[src/rtl/sc_microsequencer.sv]
// sc_microsequencer: control-store address sequencer.
//   Selects the next micro-address (uPC) from the current microword's condition
//   field: sequential, flag/IR13 conditional jumps, unconditional jump, opcode
//   decode, call/return through a small LIFO, and a memory-ready wait.
//   Optional feature: define SC_MICROSEQ_CALL_STACK_EN to build the call/return
//   stack. Without it there is no stack storage: call acts as an unconditional
//   jump, return acts as next, and both error outputs are tied low.
// Ports:
//   SC_MicroSeq_CLOCK_50          clock, rising edge
//   SC_MicroSeq_RESET_InHigh      synchronous active-high reset
//   SC_MicroSeq_Cond_InBUS        microword condition field
//   SC_MicroSeq_JumpAddr_InBUS    microword jump/call target
//   SC_MicroSeq_IR_Ops_InBUS      IR opcode bits used for decode
//   SC_MicroSeq_IR13_In           IR bit 13
//   SC_MicroSeq_Flags_InBUS       ALU flags {N,Z,V,C}
//   SC_MicroSeq_FlagsWrite_InLow  active-low flag register load enable
//   SC_MicroSeq_Stall_InHigh      freeze uPC and stack this cycle
//   SC_MicroSeq_MemReady_InHigh   memory ready, sampled by the wait condition
//   SC_MicroSeq_Addr_OutBUS       registered uPC
//   SC_MicroSeq_Flags_OutBUS      registered {N,Z,V,C}
//   SC_MicroSeq_StackOvf_Out      sticky call-on-full error
//   SC_MicroSeq_StackUnf_Out      sticky return-on-empty error
//   SC_MicroSeq_Waiting_Out       combinational: uPC held by stall or wait
module sc_microsequencer #(
  parameter int unsigned ADDR_WIDTH   = 11,
  parameter int unsigned OPCODE_WIDTH = 8,
  parameter int unsigned COND_WIDTH   = 4,
  parameter int unsigned STACK_DEPTH  = 4
) (
  input  logic                    SC_MicroSeq_CLOCK_50,
  input  logic                    SC_MicroSeq_RESET_InHigh,
  input  logic [COND_WIDTH-1:0]   SC_MicroSeq_Cond_InBUS,
  input  logic [ADDR_WIDTH-1:0]   SC_MicroSeq_JumpAddr_InBUS,
  input  logic [OPCODE_WIDTH-1:0] SC_MicroSeq_IR_Ops_InBUS,
  input  logic                    SC_MicroSeq_IR13_In,
  input  logic [3:0]              SC_MicroSeq_Flags_InBUS,
  input  logic                    SC_MicroSeq_FlagsWrite_InLow,
  input  logic                    SC_MicroSeq_Stall_InHigh,
  input  logic                    SC_MicroSeq_MemReady_InHigh,
  output logic [ADDR_WIDTH-1:0]   SC_MicroSeq_Addr_OutBUS,
  output logic [3:0]              SC_MicroSeq_Flags_OutBUS,
  output logic                    SC_MicroSeq_StackOvf_Out,
  output logic                    SC_MicroSeq_StackUnf_Out,
  output logic                    SC_MicroSeq_Waiting_Out
);

  // Condition encodings
  localparam logic [COND_WIDTH-1:0] COND_JMP_N   = COND_WIDTH'(1);
  localparam logic [COND_WIDTH-1:0] COND_JMP_Z   = COND_WIDTH'(2);
  localparam logic [COND_WIDTH-1:0] COND_JMP_V   = COND_WIDTH'(3);
  localparam logic [COND_WIDTH-1:0] COND_JMP_C   = COND_WIDTH'(4);
  localparam logic [COND_WIDTH-1:0] COND_JMP_IR  = COND_WIDTH'(5);
  localparam logic [COND_WIDTH-1:0] COND_JMP     = COND_WIDTH'(6);
  localparam logic [COND_WIDTH-1:0] COND_DECODE  = COND_WIDTH'(7);
  localparam logic [COND_WIDTH-1:0] COND_CALL    = COND_WIDTH'(8);
  localparam logic [COND_WIDTH-1:0] COND_RETURN  = COND_WIDTH'(9);
  localparam logic [COND_WIDTH-1:0] COND_WAIT    = COND_WIDTH'(10);

  // Elaboration-time parameter sanity check
  if (ADDR_WIDTH < OPCODE_WIDTH + 3 || STACK_DEPTH < 2 ||
      (STACK_DEPTH & (STACK_DEPTH - 1)) != 0) begin : gBadParams
    $error("sc_microsequencer: illegal parameter combination");
  end

  logic                  clk;
  logic                  rst;
  logic                  stall;
  logic                  memReady;
  logic [COND_WIDTH-1:0] cond;
  logic [ADDR_WIDTH-1:0] jumpAddr;

  assign clk      = SC_MicroSeq_CLOCK_50;
  assign rst      = SC_MicroSeq_RESET_InHigh;
  assign stall    = SC_MicroSeq_Stall_InHigh;
  assign memReady = SC_MicroSeq_MemReady_InHigh;
  assign cond     = SC_MicroSeq_Cond_InBUS;
  assign jumpAddr = SC_MicroSeq_JumpAddr_InBUS;

  logic [ADDR_WIDTH-1:0] uPc;
  logic [ADDR_WIDTH-1:0] uPcNext;
  logic [ADDR_WIDTH-1:0] uPcInc;
  logic [ADDR_WIDTH-1:0] decodeAddr;
  logic [3:0]            flagsQ;

  // Natural modulo-2^ADDR_WIDTH increment gives the all-ones -> 0 wrap
  assign uPcInc     = uPc + ADDR_WIDTH'(1);
  assign decodeAddr = ADDR_WIDTH'({1'b1, SC_MicroSeq_IR_Ops_InBUS, 2'b00});

`ifdef SC_MICROSEQ_CALL_STACK_EN
  localparam int unsigned PTR_WIDTH = $clog2(STACK_DEPTH);
  localparam int unsigned SP_WIDTH  = PTR_WIDTH + 1;

  logic [ADDR_WIDTH-1:0] stackMem [STACK_DEPTH];
  logic [SP_WIDTH-1:0]   sp;
  logic [PTR_WIDTH-1:0]  topIdx;
  logic                  stackFull;
  logic                  stackEmpty;
  logic                  push;
  logic                  pop;
  logic                  setOvf;
  logic                  setUnf;
  logic                  stackOvfQ;
  logic                  stackUnfQ;

  // sp counts occupied entries (0..STACK_DEPTH); its low bits index the next free slot
  assign stackFull  = (sp == SP_WIDTH'(STACK_DEPTH));
  assign stackEmpty = (sp == '0);
  assign topIdx     = sp[PTR_WIDTH-1:0] - PTR_WIDTH'(1);
`endif

  // Next-uPC selection; stall overrides every condition
  always_comb begin
    uPcNext = uPcInc;
`ifdef SC_MICROSEQ_CALL_STACK_EN
    push   = 1'b0;
    pop    = 1'b0;
    setOvf = 1'b0;
    setUnf = 1'b0;
`endif
    if (stall) begin
      uPcNext = uPc;
    end else begin
      case (cond)
        COND_JMP_N:  if (flagsQ[3])           uPcNext = jumpAddr;
        COND_JMP_Z:  if (flagsQ[2])           uPcNext = jumpAddr;
        COND_JMP_V:  if (flagsQ[1])           uPcNext = jumpAddr;
        COND_JMP_C:  if (flagsQ[0])           uPcNext = jumpAddr;
        COND_JMP_IR: if (SC_MicroSeq_IR13_In) uPcNext = jumpAddr;
        COND_JMP:    uPcNext = jumpAddr;
        COND_DECODE: uPcNext = decodeAddr;
        COND_CALL: begin
          uPcNext = jumpAddr;
`ifdef SC_MICROSEQ_CALL_STACK_EN
          // A call on a full stack still jumps but loses its return address
          if (stackFull) setOvf = 1'b1;
          else           push   = 1'b1;
`endif
        end
        COND_RETURN: begin
`ifdef SC_MICROSEQ_CALL_STACK_EN
          if (stackEmpty) begin
            setUnf = 1'b1;
          end else begin
            uPcNext = stackMem[topIdx];
            pop     = 1'b1;
          end
`endif
        end
        COND_WAIT: if (!memReady) uPcNext = uPc;
        default: ;
      endcase
    end
  end

  // uPC register
  always_ff @(posedge clk) begin
    if (rst) uPc <= '0;
    else     uPc <= uPcNext;
  end

  // Flag register loads regardless of stall; branches see the pre-load value
  always_ff @(posedge clk) begin
    if (rst)                               flagsQ <= 4'b0000;
    else if (!SC_MicroSeq_FlagsWrite_InLow) flagsQ <= SC_MicroSeq_Flags_InBUS;
  end

`ifdef SC_MICROSEQ_CALL_STACK_EN
  // Stack pointer and sticky error flags
  always_ff @(posedge clk) begin
    if (rst) begin
      sp        <= '0;
      stackOvfQ <= 1'b0;
      stackUnfQ <= 1'b0;
    end else begin
      if (push)     sp <= sp + SP_WIDTH'(1);
      else if (pop) sp <= sp - SP_WIDTH'(1);
      if (setOvf) stackOvfQ <= 1'b1;
      if (setUnf) stackUnfQ <= 1'b1;
    end
  end

  // Return-address storage; contents are don't-care while unoccupied
  always_ff @(posedge clk) begin
    if (!rst && push) stackMem[sp[PTR_WIDTH-1:0]] <= uPcInc;
  end

  assign SC_MicroSeq_StackOvf_Out = stackOvfQ;
  assign SC_MicroSeq_StackUnf_Out = stackUnfQ;
`else
  assign SC_MicroSeq_StackOvf_Out = 1'b0;
  assign SC_MicroSeq_StackUnf_Out = 1'b0;
`endif

  assign SC_MicroSeq_Addr_OutBUS  = uPc;
  assign SC_MicroSeq_Flags_OutBUS = flagsQ;
  assign SC_MicroSeq_Waiting_Out  = stall | ((cond == COND_WAIT) & ~memReady);

endmodule

[config.mk]
export PLATFORM = sky130hd
export DESIGN_NAME = sc_microsequencer
export DESIGN_NICKNAME = d
export VERILOG_FILES = /design/src/rtl/sc_microsequencer.sv
export SDC_FILE = /design/constraint.sdc
export NUM_CORES = 1
export LEC_CHECK = 0
export ABC_AREA = 1
export BUFFER_PORTS_ARGS = -buffer_cell sky130_fd_sc_hd__buf_4
export CORE_MARGIN = 8
export CORE_UTILIZATION = 45
export CTS_CLUSTER_SIZE = 14
export DETAILED_ROUTE_END_ITERATION = 7
export PLACE_DENSITY_LB_ADDON = 0.05
export RECOVER_POWER = 100
export SLEW_MARGIN = 20
export SYNTH_ARGS = -nofsm -noshare
export SYNTH_HDL_FRONTEND = slang
export SYNTH_SLANG_ARGS = --single-unit
[constraint.sdc]
create_clock -name SC_MicroSeq_CLOCK_50 -period 4.4 [get_ports SC_MicroSeq_CLOCK_50]
set_clock_uncertainty 0.05 [all_clocks]
set_input_delay 0.66 -clock SC_MicroSeq_CLOCK_50 [delete_from_list [all_inputs] [get_ports SC_MicroSeq_CLOCK_50]]
set_output_delay 0.66 -clock SC_MicroSeq_CLOCK_50 [all_outputs]
set_load 0.005 [all_outputs]
==> impl_metrics.toml, run 1 <==
[global_route]
grtUsageTotal_pct = 15.9
leftover_overflow_at_the_end_of_global_routing = 0
grt_max_degree = 14
first_global_vias = 1307
antenna_found_initial = 0
grt_pass1_wl_mm = 5.66

[cells_and_area]
drive_above_1_share_pct = 24.9
n_antenna_cell = 0
area_growth_pct = 32.1
nets = 272

[drt]
route.antenna.remaining_nets = 0
dr_total_vias = 1341
drt_first_pass_iters = 4
postRouteWirelength_mm = 3.38
first_iter_violations = 91
drt-vias-per-instance = 5.02
wl_per_instance_um = 12.7
remaining_drc_errors = 0

[worst_setup_path]
critical_path.cell_chain = "buf_4, inv_2, nor2_2, a31oi_1, inv_2, buf_4"
cp-end-kind = "output port"
required_time_worst_endpoint_ns = 3.69
cpPeakStageDelay_ns = 0.89
setup.worst_path.class = "input port to output port"
crit_slowest_cell = "sky130_fd_sc_hd__a31oi_1"
critical_path_peak_fanout = 13
worst-endpoint-arrival_ns = 2.29
r2r_slack_ns = 2.76
timing.critical_path.from_type = "input port"

[clock_tree]
cts.clk_slew.worst_paths_ns = 0.10
cts_root_buf = "sky130_fd_sc_hd__clkbuf_4"
number_of_cells_upsized_or_downsized_after_cts = 0
clk-insertion-delay-late_ns = 0.30
numCtsBuffers = 3
post-cts-setup-buffers = 0
cts_tree = "built"
cts_max_path_buffers = 2
cts.hold.buffers_added = 0
clock-sinks = 15
htree_levels = 1

[synthesis]
synth.top_cells.by_count = "sky130_fd_sc_hd__nand2_1 (52), sky130_fd_sc_hd__nor2_1 (23), sky130_fd_sc_hd__nand3_1 (16)"
ys_dominant_reg_cell = "sky130_fd_sc_hd__dfxtp_1"
post_synth_edffs = 0
ys_async_sr_fraction_pct = 0
unique_cell_type_count_in_the_yosys_netlist = 25
total_number_of_yosys_warnings = 0
syn_area_um2 = 1140
syn_avg_cell_area_um2 = 6.04
synth_area_leader_cell = "sky130_fd_sc_hd__dfxtp_1"
netlist_top_cells_area = "sky130_fd_sc_hd__dfxtp_1 (26%), sky130_fd_sc_hd__nand2_1 (17%), sky130_fd_sc_hd__nor2_1 (7.6%)"
synth_cells = 189
yosys_register_bits = 15
synthMostInstantiatedCell = "sky130_fd_sc_hd__nand2_1"
sequential_element_share_of_the_synthesized_area_pct = 26.3
synth_top_area_share_pct = 26.3

[pwr]
peakVddDrop_mv = 0.212
p_leak_uw = 0.000747
post-layout-total-power_uw = 350
powerDensity_nw_per_um2 = 232

[sta]
clock.fmax_mhz = 334
setup_total_negative_slack_ns = 0
grt_setup_unrepaired = "false"
slew_violations = 0
slew_headroom_pct = 24.9
share_of_the_cycle_needed_by_the_critical_path_after_routing_pct = 68.1
timing_worst_slew_pin_value_ns = 1.12
hold_violations = 0
min_period_ns = 3.00
final-setup-viol-count = 0

[floorplanning]
die_x_um = 66.4
row_count = 18
start_util_pct = 47.0
core_um2 = 2430
fp.dieArea_um2 = 4410
dieHeight_um = 66.4
pin_count = 51

[min_path]
min_path_type = "flop to flop"

[placed_design]
place.gp.congestion = 0.902
port_buffers = 48
post-dp-hpwl_mm = 2.68

[flow_run]
cap_violations = 0

[run_status]
outcome = "completed"
-- layout by cell type (no fill, tap or decap) --
| master | instances |
|---|---|
| sky130_fd_sc_hd__nor2_4 | 1 |
| sky130_fd_sc_hd__inv_2 | 6 |
| sky130_fd_sc_hd__nor2_1 | 24 |
| sky130_fd_sc_hd__nand3_2 | 1 |
| sky130_fd_sc_hd__dfxtp_1 | 15 |
| sky130_fd_sc_hd__a22oi_1 | 1 |
| sky130_fd_sc_hd__a31oi_1 | 4 |
| sky130_fd_sc_hd__nand3_1 | 18 |
| sky130_fd_sc_hd__conb_1 | 2 |
| sky130_fd_sc_hd__inv_1 | 15 |
| sky130_fd_sc_hd__clkbuf_4 | 17 |
| sky130_fd_sc_hd__clkinvlp_4 | 1 |
| sky130_fd_sc_hd__nand4_1 | 2 |
| sky130_fd_sc_hd__clkinv_1 | 1 |
| sky130_fd_sc_hd__nor2_2 | 2 |
| sky130_fd_sc_hd__buf_4 | 31 |
| sky130_fd_sc_hd__xor2_1 | 4 |
| sky130_fd_sc_hd__o21ai_0 | 15 |
| sky130_fd_sc_hd__xnor2_1 | 4 |
| sky130_fd_sc_hd__nand3b_1 | 2 |
| sky130_fd_sc_hd__clkbuf_1 | 3 |
| sky130_fd_sc_hd__nand2_1 | 52 |
| sky130_fd_sc_hd__a21oi_1 | 15 |
| sky130_fd_sc_hd__ha_1 | 1 |
-- through the flow --
step | setup slack [ns] | util, % | std cells | hold slack [ns] | instance area (µm²)
final | 1.40 | 62.0 | 267 | 0.454 | 1510
after global routing | 1.30 | 62.0 | 267 | 0.501 | 1510
after CTS | 1.84 | 63.3 | 267 | 0.461 | 1540
after detailed placement | 1.84 | 62.0 | 263 | 0.446 | 1510
after global placement | 1.89 | 62.0 | 263 | 0.441 | 1510
after floorplan | 2.51 | - | 190 | 0.424 | 1150
-- sequential cells by signal, indices dropped and copies added (netlist names) --
| name | cells |
|---|---|
| SC_MicroSeq_Flags_OutBUS | 4 |
| SC_MicroSeq_Addr_OutBUS | 11 |
-- critical path: cells and delay by family --
family | cells | cell delay, ns
AOI/OAI and AO/OA | 1 | 0.89
buffers and inverters | 4 | 0.69
and+or+nand+nor | 1 | 0.04
-- cell type report --
class                           instances  area, µm²
Timing Repair Buffer                   48        349
Inverter                               22       82.6
Clock inverter                          1       7.51
Multi-Input combinational cell        148        709
Tap cell                               30       37.5
Sequential cell                        15        300
Clock buffer                            3       22.5
Fill cell                             246        923
-- path summary, 6_finish.rpt --
check,startpoint,to,cells after the start
hold / removal,SC_MicroSeq_Flags_OutBUS[1],SC_MicroSeq_Flags_OutBUS[1],2
setup / recovery,SC_MicroSeq_Cond_InBUS[1],SC_MicroSeq_Waiting_Out,6
hold reg to reg,SC_MicroSeq_Flags_OutBUS[1],SC_MicroSeq_Flags_OutBUS[1],2
setup reg to reg,SC_MicroSeq_Addr_OutBUS[0],SC_MicroSeq_Addr_OutBUS[8],7
-- cells by family after synthesis --
logic type / after synthesis / synth area share, %
AOI/OAI and AO/OA: 35 / 16.5
other: 1 / 0.328
DFF: 15 / 26.3
xor gates and xnor gates: 8 / 6.13
adders and majority gates: 1 / 1.10
and+or+nand+nor: 102 / 39.3
buffers and inverters: 27 / 10.3
-- metal layers --
metal	wire (µm)	vias up	share of wire, %	global-route usage [%]
li1	-	703	-	-
met1	1520	583	45	20.3
met2	1560	53	46	24.7
met3	281	2	8.3	5.08
met4	15	0	0.44	4.27
met5	0	-	0	0
-- power breakdown --
group | total (µW) | internal [µW] | switching (µW) | leakage, µW
clock network | 86.3 | 34.6 | 51.7 | 0.0000139
registers | 158 | 146 | 12.0 | 0.000124
logic | 105 | 50.9 | 54.3 | 0.000609
Power figures use the tool's default switching activity.
==> run 2: changes to the inputs <==
==> constraint.sdc (replaced) <==
create_clock -name SC_MicroSeq_CLOCK_50 -period 2.9 [get_ports SC_MicroSeq_CLOCK_50]
set_clock_uncertainty 0.05 [all_clocks]
set_input_delay 0.435 -clock SC_MicroSeq_CLOCK_50 [delete_from_list [all_inputs] [get_ports SC_MicroSeq_CLOCK_50]]
set_output_delay 0.435 -clock SC_MicroSeq_CLOCK_50 [all_outputs]
set_load 0.005 [all_outputs]
==> run 2 against run 1 <==
Net effect: power rose by 49%; flip-flop and latch count did not move; register-to-register slack got worse by 1.6 ns; largest cell class unchanged.
==> impl_metrics.toml, run 2 (synthesis results as in run 1) <==
[worst_setup_path]
timing.critical_path.from_type = "input port"
required_time_worst_endpoint_ns = 2.41
setup.worst_path.class = "input port to output port"
critical_path_peak_fanout = 13
worst-endpoint-arrival_ns = 1.75
cp-end-kind = "output port"

[sta]
share_of_the_cycle_needed_by_the_critical_path_after_routing_pct = 77.2
slew_headroom_pct = 59.8
final-setup-viol-count = 0
setup_total_negative_slack_ns = 0
grt_setup_unrepaired = "false"
hold_violations = 0
slew_violations = 0
clock.fmax_mhz = 447
timing_worst_slew_pin_value_ns = 0.601
min_period_ns = 2.24

[cells_and_area]
n_fill_cell = 246
drive_above_1_share_pct = 25.7
fin_util_pct = 62.5
final_cell_mix = "sky130_fd_sc_hd__nand2_1 (52), sky130_fd_sc_hd__buf_4 (31), sky130_fd_sc_hd__nor2_1 (24), sky130_fd_sc_hd__clkbuf_4 (18), sky130_fd_sc_hd__nand3_1 (17)"
nets = 272
n_antenna_cell = 0
max_reg_flops = 11
area_growth_pct = 33.1
mostFrequentLayoutCell = "sky130_fd_sc_hd__nand2_1"
multi_input_area_um2 = 721
area.sequential_um2 = 300
fin_area_um2 = 1520

[drt]
wl_per_instance_um = 13.1
postRouteWirelength_mm = 3.49
dr_total_vias = 1366
drt_first_pass_iters = 5
route.antenna.remaining_nets = 0
remaining_drc_errors = 0
drt-vias-per-instance = 5.12
first_iter_violations = 95

[floorplanning]
fp.dieArea_um2 = 4410
dieHeight_um = 66.4
die_x_um = 66.4
row_count = 18
pin_count = 51
start_util_pct = 47.0
core_um2 = 2430

[flow_run]
cap_violations = 0

[clock_tree]
cts_tree = "built"
clock-sinks = 15
cts_root_buf = "sky130_fd_sc_hd__clkbuf_4"
cts.hold.buffers_added = 0
number_of_cells_upsized_or_downsized_after_cts = 0
post-cts-setup-buffers = 0
htree_levels = 1
cts_max_path_buffers = 2
clk-insertion-delay-late_ns = 0.29
cts.clk_slew.worst_paths_ns = 0.08
numCtsBuffers = 3

[global_route]
leftover_overflow_at_the_end_of_global_routing = 0
antenna_found_initial = 0
first_global_vias = 1286
grtUsageTotal_pct = 15.9
grt_pass1_wl_mm = 5.71
grt_max_degree = 14

[pwr]
powerDensity_nw_per_um2 = 344
peakVddDrop_mv = 0.347
post-layout-total-power_uw = 522
p_leak_uw = 0.000759

[placed_design]
place.gp.congestion = 0.900
port_buffers = 48
placed_cell_area_um2 = 1510
post-dp-hpwl_mm = 2.77

[run_status]
outcome = "completed"

[min_path]
min_path_type = "input port to flop"
run 2: worst paths after layout:
path	startpoint	end	slack, ns	cells after the start
max	SC_MicroSeq_Cond_InBUS[1]	SC_MicroSeq_Waiting_Out	0.66	6
min	SC_MicroSeq_FlagsWrite_InLow	SC_MicroSeq_Flags_OutBUS[3]	0.33	2
max reg2reg	SC_MicroSeq_Addr_OutBUS[0]	SC_MicroSeq_Addr_OutBUS[6]	1.19	8
min reg2reg	SC_MicroSeq_Flags_OutBUS[3]	SC_MicroSeq_Flags_OutBUS[3]	0.46	2
run 2: worst max-delay path: stages:
cell and delay [ns]:
sky130_fd_sc_hd__buf_4 0.13, sky130_fd_sc_hd__inv_2 0.05, sky130_fd_sc_hd__nor2_2 0.05, sky130_fd_sc_hd__a31oi_2 0.52
sky130_fd_sc_hd__inv_1 0.34, sky130_fd_sc_hd__buf_4 0.23
run 2: power breakdown:
part	internal, µW	total [µW]	switching [µW]
combinational	78.5	163	84.9
sequential	222	240	18.0
clock	53.4	119	66.1
run 2: per-layer routing:
| metal | routed length, µm | global-route usage (%) | vias to the layer above | share of wire, % |
|---|---|---|---|---|
| met4 | 34 | 4.00 | 0 | 0.97 |
| met1 | 1540 | 20.4 | 615 | 44 |
| met3 | 280 | 3.90 | 5 | 8.0 |
| met2 | 1640 | 25.9 | 43 | 47 |
| li1 | - | - | 703 | - |
| met5 | 0 | 0 | - | 0 |
run 2: per-stage QoR:
| step | setup slack, ns | cells | hold slack [ns] |
|---|---|---|---|
| 3_5_place_dp | 0.792 | 263 | 0.447 |
| 2_1_floorplan | 1.43 | 190 | 0.424 |
| 3_3_place_gp | 0.846 | 263 | 0.441 |
| 5_1_grt | 0.538 | 267 | 0.332 |
| 6_report | 0.662 | 267 | 0.332 |
| 4_1_cts | 0.793 | 267 | 0.283 |
run 2: cell type report:
class / instances / area share (%)
Sequential cell: 15 / 19.8
Multi-Input combinational cell: 148 / 47.4
Timing Repair Buffer: 48 / 23.2
Tap cell: 30 / 2.47
Inverter: 22 / 5.43
Clock buffer: 4 / 1.73
==> run 3: changes to the inputs <==
--- a/config.mk
+++ b/config.mk
@@ -5,8 +5,9 @@
 export SDC_FILE = /design/constraint.sdc
 export NUM_CORES = 1
 export LEC_CHECK = 0
-export ABC_AREA = 1
+export ABC_AREA = 0
 export BUFFER_PORTS_ARGS = -buffer_cell sky130_fd_sc_hd__buf_4
+export CORE_ASPECT_RATIO = 0.5
 export CORE_MARGIN = 8
 export CORE_UTILIZATION = 45
 export CTS_CLUSTER_SIZE = 14
==> constraint.sdc (replaced) <==
create_clock -name SC_MicroSeq_CLOCK_50 -period 2.1 [get_ports SC_MicroSeq_CLOCK_50]
set_clock_uncertainty 0.05 [all_clocks]
set_input_delay 0.315 -clock SC_MicroSeq_CLOCK_50 [delete_from_list [all_inputs] [get_ports SC_MicroSeq_CLOCK_50]]
set_output_delay 0.315 -clock SC_MicroSeq_CLOCK_50 [all_outputs]
set_load 0.005 [all_outputs]
==> run 3 against run 2 <==
Net effect: count of clock-buffer cells in the layout shrank 1; die area rose by 9.2%; sequential share of layout area decreased by 1.2 points; critical path type unchanged.
==> impl_metrics.toml, run 3 <==
[sta]
min_period_ns = 1.84
grt_setup_unrepaired = "false"
final-setup-viol-count = 0
final.setup.worst_slack_ns = 0.257
clock.fmax_mhz = 543
slew_violations = 0
setup_total_negative_slack_ns = 0
hold_violations = 0
share_of_the_cycle_needed_by_the_critical_path_after_routing_pct = 87.7

[synthesis]
unique_cell_type_count_in_the_yosys_netlist = 51
ys_async_sr_fraction_pct = 0
yosys_register_bits = 15
synth_cells = 149
synth_adder_area_share_pct = 1.00
syn_avg_cell_area_um2 = 8.36
synthMostInstantiatedCell = "sky130_fd_sc_hd__dfxtp_1"
ys_dominant_reg_cell = "sky130_fd_sc_hd__dfxtp_1"
synth_compound_gate_area_share_pct = 32.8
syn_area_um2 = 1250
main_combinational_cell_family_by_area_after_synthesis = "compound AO/OA/AOI/OAI gates"
post_synth_mux_area_share_pct = 4.02
synth_top_area_share_pct = 24.1
synth_simple_gate_area_share_pct = 21.8
synth_area_leader_cell = "sky130_fd_sc_hd__dfxtp_1"
netlist_top_cells_area = "sky130_fd_sc_hd__dfxtp_1 (24%), sky130_fd_sc_hd__a221oi_1 (6.3%), sky130_fd_sc_hd__a21oi_1 (4.8%)"
sequential_element_share_of_the_synthesized_area_pct = 24.1
post_synth_edffs = 0
synth.top_cells.by_count = "sky130_fd_sc_hd__dfxtp_1 (15), sky130_fd_sc_hd__a21oi_1 (12), sky130_fd_sc_hd__nand2_1 (12), sky130_fd_sc_hd__a221oi_1 (9)"
post_synthesis_share_of_cell_area_spent_on_xor_and_xnor_gates_pct = 6.33
total_number_of_yosys_warnings = 0

[worst_setup_path]
setup.worst_path.class = "input port to output port"
cp-end-kind = "output port"
critical_path.most_common_cell = "sky130_fd_sc_hd__buf_4"
critical_path.cell_chain = "buf_4, o41a_4, inv_2, buf_4"
worst_setup_path_startpoint = "SC_MicroSeq_Cond_InBUS[0]"
worst-endpoint-arrival_ns = 1.48
critical_path.reg2reg.startpoint = "SC_MicroSeq_Flags_OutBUS[3]"
critical_path_peak_fanout = 17
crit_slowest_cell = "sky130_fd_sc_hd__o41a_4"
required_time_worst_endpoint_ns = 1.74
cpPeakStageDelay_ns = 0.56
timing.critical_path.from_type = "input port"

[cells_and_area]
max_reg_flops = 11
mostFrequentLayoutCell = "sky130_fd_sc_hd__buf_4"
area_growth_pct = 29.8
n_antenna_cell = 0
final_cell_mix = "sky130_fd_sc_hd__buf_4 (36), sky130_fd_sc_hd__dfxtp_1 (15), sky130_fd_sc_hd__clkbuf_4 (13), sky130_fd_sc_hd__nand2_1 (12), sky130_fd_sc_hd__a21oi_1 (12)"
drive_above_1_share_pct = 35.8
nets = 228

[drt]
remaining_drc_errors = 0
drt_first_pass_iters = 4
route.antenna.remaining_nets = 0
first_iter_violations = 74
wl_per_instance_um = 15.1
dr_total_vias = 1277
postRouteWirelength_mm = 3.47
drt-vias-per-instance = 5.55

[clock_tree]
numCtsBuffers = 3
cts.clk_slew.worst_paths_ns = 0.07
post-cts-setup-buffers = 0
cts_tree = "built"
cts.hold.buffers_added = 0
clock-sinks = 15
number_of_cells_upsized_or_downsized_after_cts = 0
cts_root_buf = "sky130_fd_sc_hd__clkbuf_8"
clk-insertion-delay-late_ns = 0.25
htree_levels = 1
cts_max_path_buffers = 2

[global_route]
grt_pass1_wl_mm = 5.83
first_global_vias = 1219
global_route_met1_usage_pct = 18.5
global_route_met2_utilization_pct = 24.1
met3_usage_pct = 6.06
grt_max_degree = 20
grt.busiest_layer = "met2"
leftover_overflow_at_the_end_of_global_routing = 0
antenna_found_initial = 0
grtUsageTotal_pct = 14.9

[placed_design]
dp_slack_ns = 0.266
place.gp.congestion = 0.824
port_buffers = 48
post-dp-hpwl_mm = 2.72

[pwr]
peakVddDrop_mv = 0.289
p_leak_uw = 0.000677
powerDensity_nw_per_um2 = 506

[floorplanning]
dieHeight_um = 53.2
die_x_um = 90.4
pin_count = 51
fp.dieArea_um2 = 4810
core_um2 = 2620
start_util_pct = 47.6
row_count = 13

[flow_run]
cap_violations = 0

[min_path]
min_path_type = "input port to flop"
hp-start = "SC_MicroSeq_Flags_InBUS[0]"

[run_status]
outcome = "completed"
-- run 3: changes by cell type after synthesis, moves of 5 or more --
cell,previous run,this run
sky130_fd_sc_hd__o21ai_0,14,7
sky130_fd_sc_hd__nand2_1,52,12
sky130_fd_sc_hd__inv_1,15,5
sky130_fd_sc_hd__inv_2,7,0
sky130_fd_sc_hd__a221oi_1,0,9
sky130_fd_sc_hd__mux2i_1,0,5
sky130_fd_sc_hd__nand3_1,16,8
sky130_fd_sc_hd__nor2_1,23,8
-- run 3: kinds of logic (layout without fill, tap and decap cells) --
logic type	Yosys count	after routing
XOR/XNOR	9	9
AND/OR/NAND/NOR	48	48
multiplexers	5	5
other	1	2
adder cells (fa/ha/maj)	1	1
buffers and inverters	19	62
flip-flops	15	15
AO/OA/AOI/OAI	51	51
-- run 3: worst paths after layout --
| path | to | slack, ns | cells past startpoint |
|---|---|---|---|
| worst max-delay path | SC_MicroSeq_Waiting_Out | 0.26 | 4 |
| worst min-delay path | SC_MicroSeq_Flags_OutBUS[0] | 0.24 | 3 |
| worst max register to register | SC_MicroSeq_Addr_OutBUS[0] | 0.31 | 6 |
| worst min register to register | SC_MicroSeq_Flags_OutBUS[2] | 0.50 | 2 |
-- run 3: area by class of cell --
cell class	instances	area [µm²]
fill	246	1000
multi-input combinational	116	823
timing repair buffer	52	379
sequential	15	300
tap	37	46.3
clock buffer	3	41.3
inverter	6	22.5
clock inverter	1	5.00
-- run 3: per-stage QoR --
step | power (µW) | utilization, % | hold WS (ns) | cells | area (µm²)
3_5_place_dp | 589 | 60.8 | 0.494 | 226 | 1590
6_report | 818 | 61.8 | 0.235 | 230 | 1620
4_1_cts | 834 | 62.5 | 0.234 | 230 | 1640
2_1_floorplan | 487 | - | 0.399 | 150 | 1250
5_1_grt | 873 | 61.8 | 0.245 | 230 | 1620
3_3_place_gp | 585 | 60.8 | 0.478 | 226 | 1590
-- run 3: power breakdown --
| part | internal (µW) | switching, µW |
|---|---|---|
| combinational | 127 | 114 |
| sequential | 305 | 27.6 |
| clock | 132 | 113 |
| total | 564 | 254 |
-- run 3: critical path, delay by kind of cell --
kind / cells / cell delay, ns
AOI/OAI and AO/OA: 1 / 0.56
buffers and inverters: 3 / 0.59
-- run 3: per-layer routing --
layer,up-vias,part of all wire (%)
met4,0,0.69
met2,36,43
met1,590,49
met3,5,6.7
met5,-,0
li1,646,-
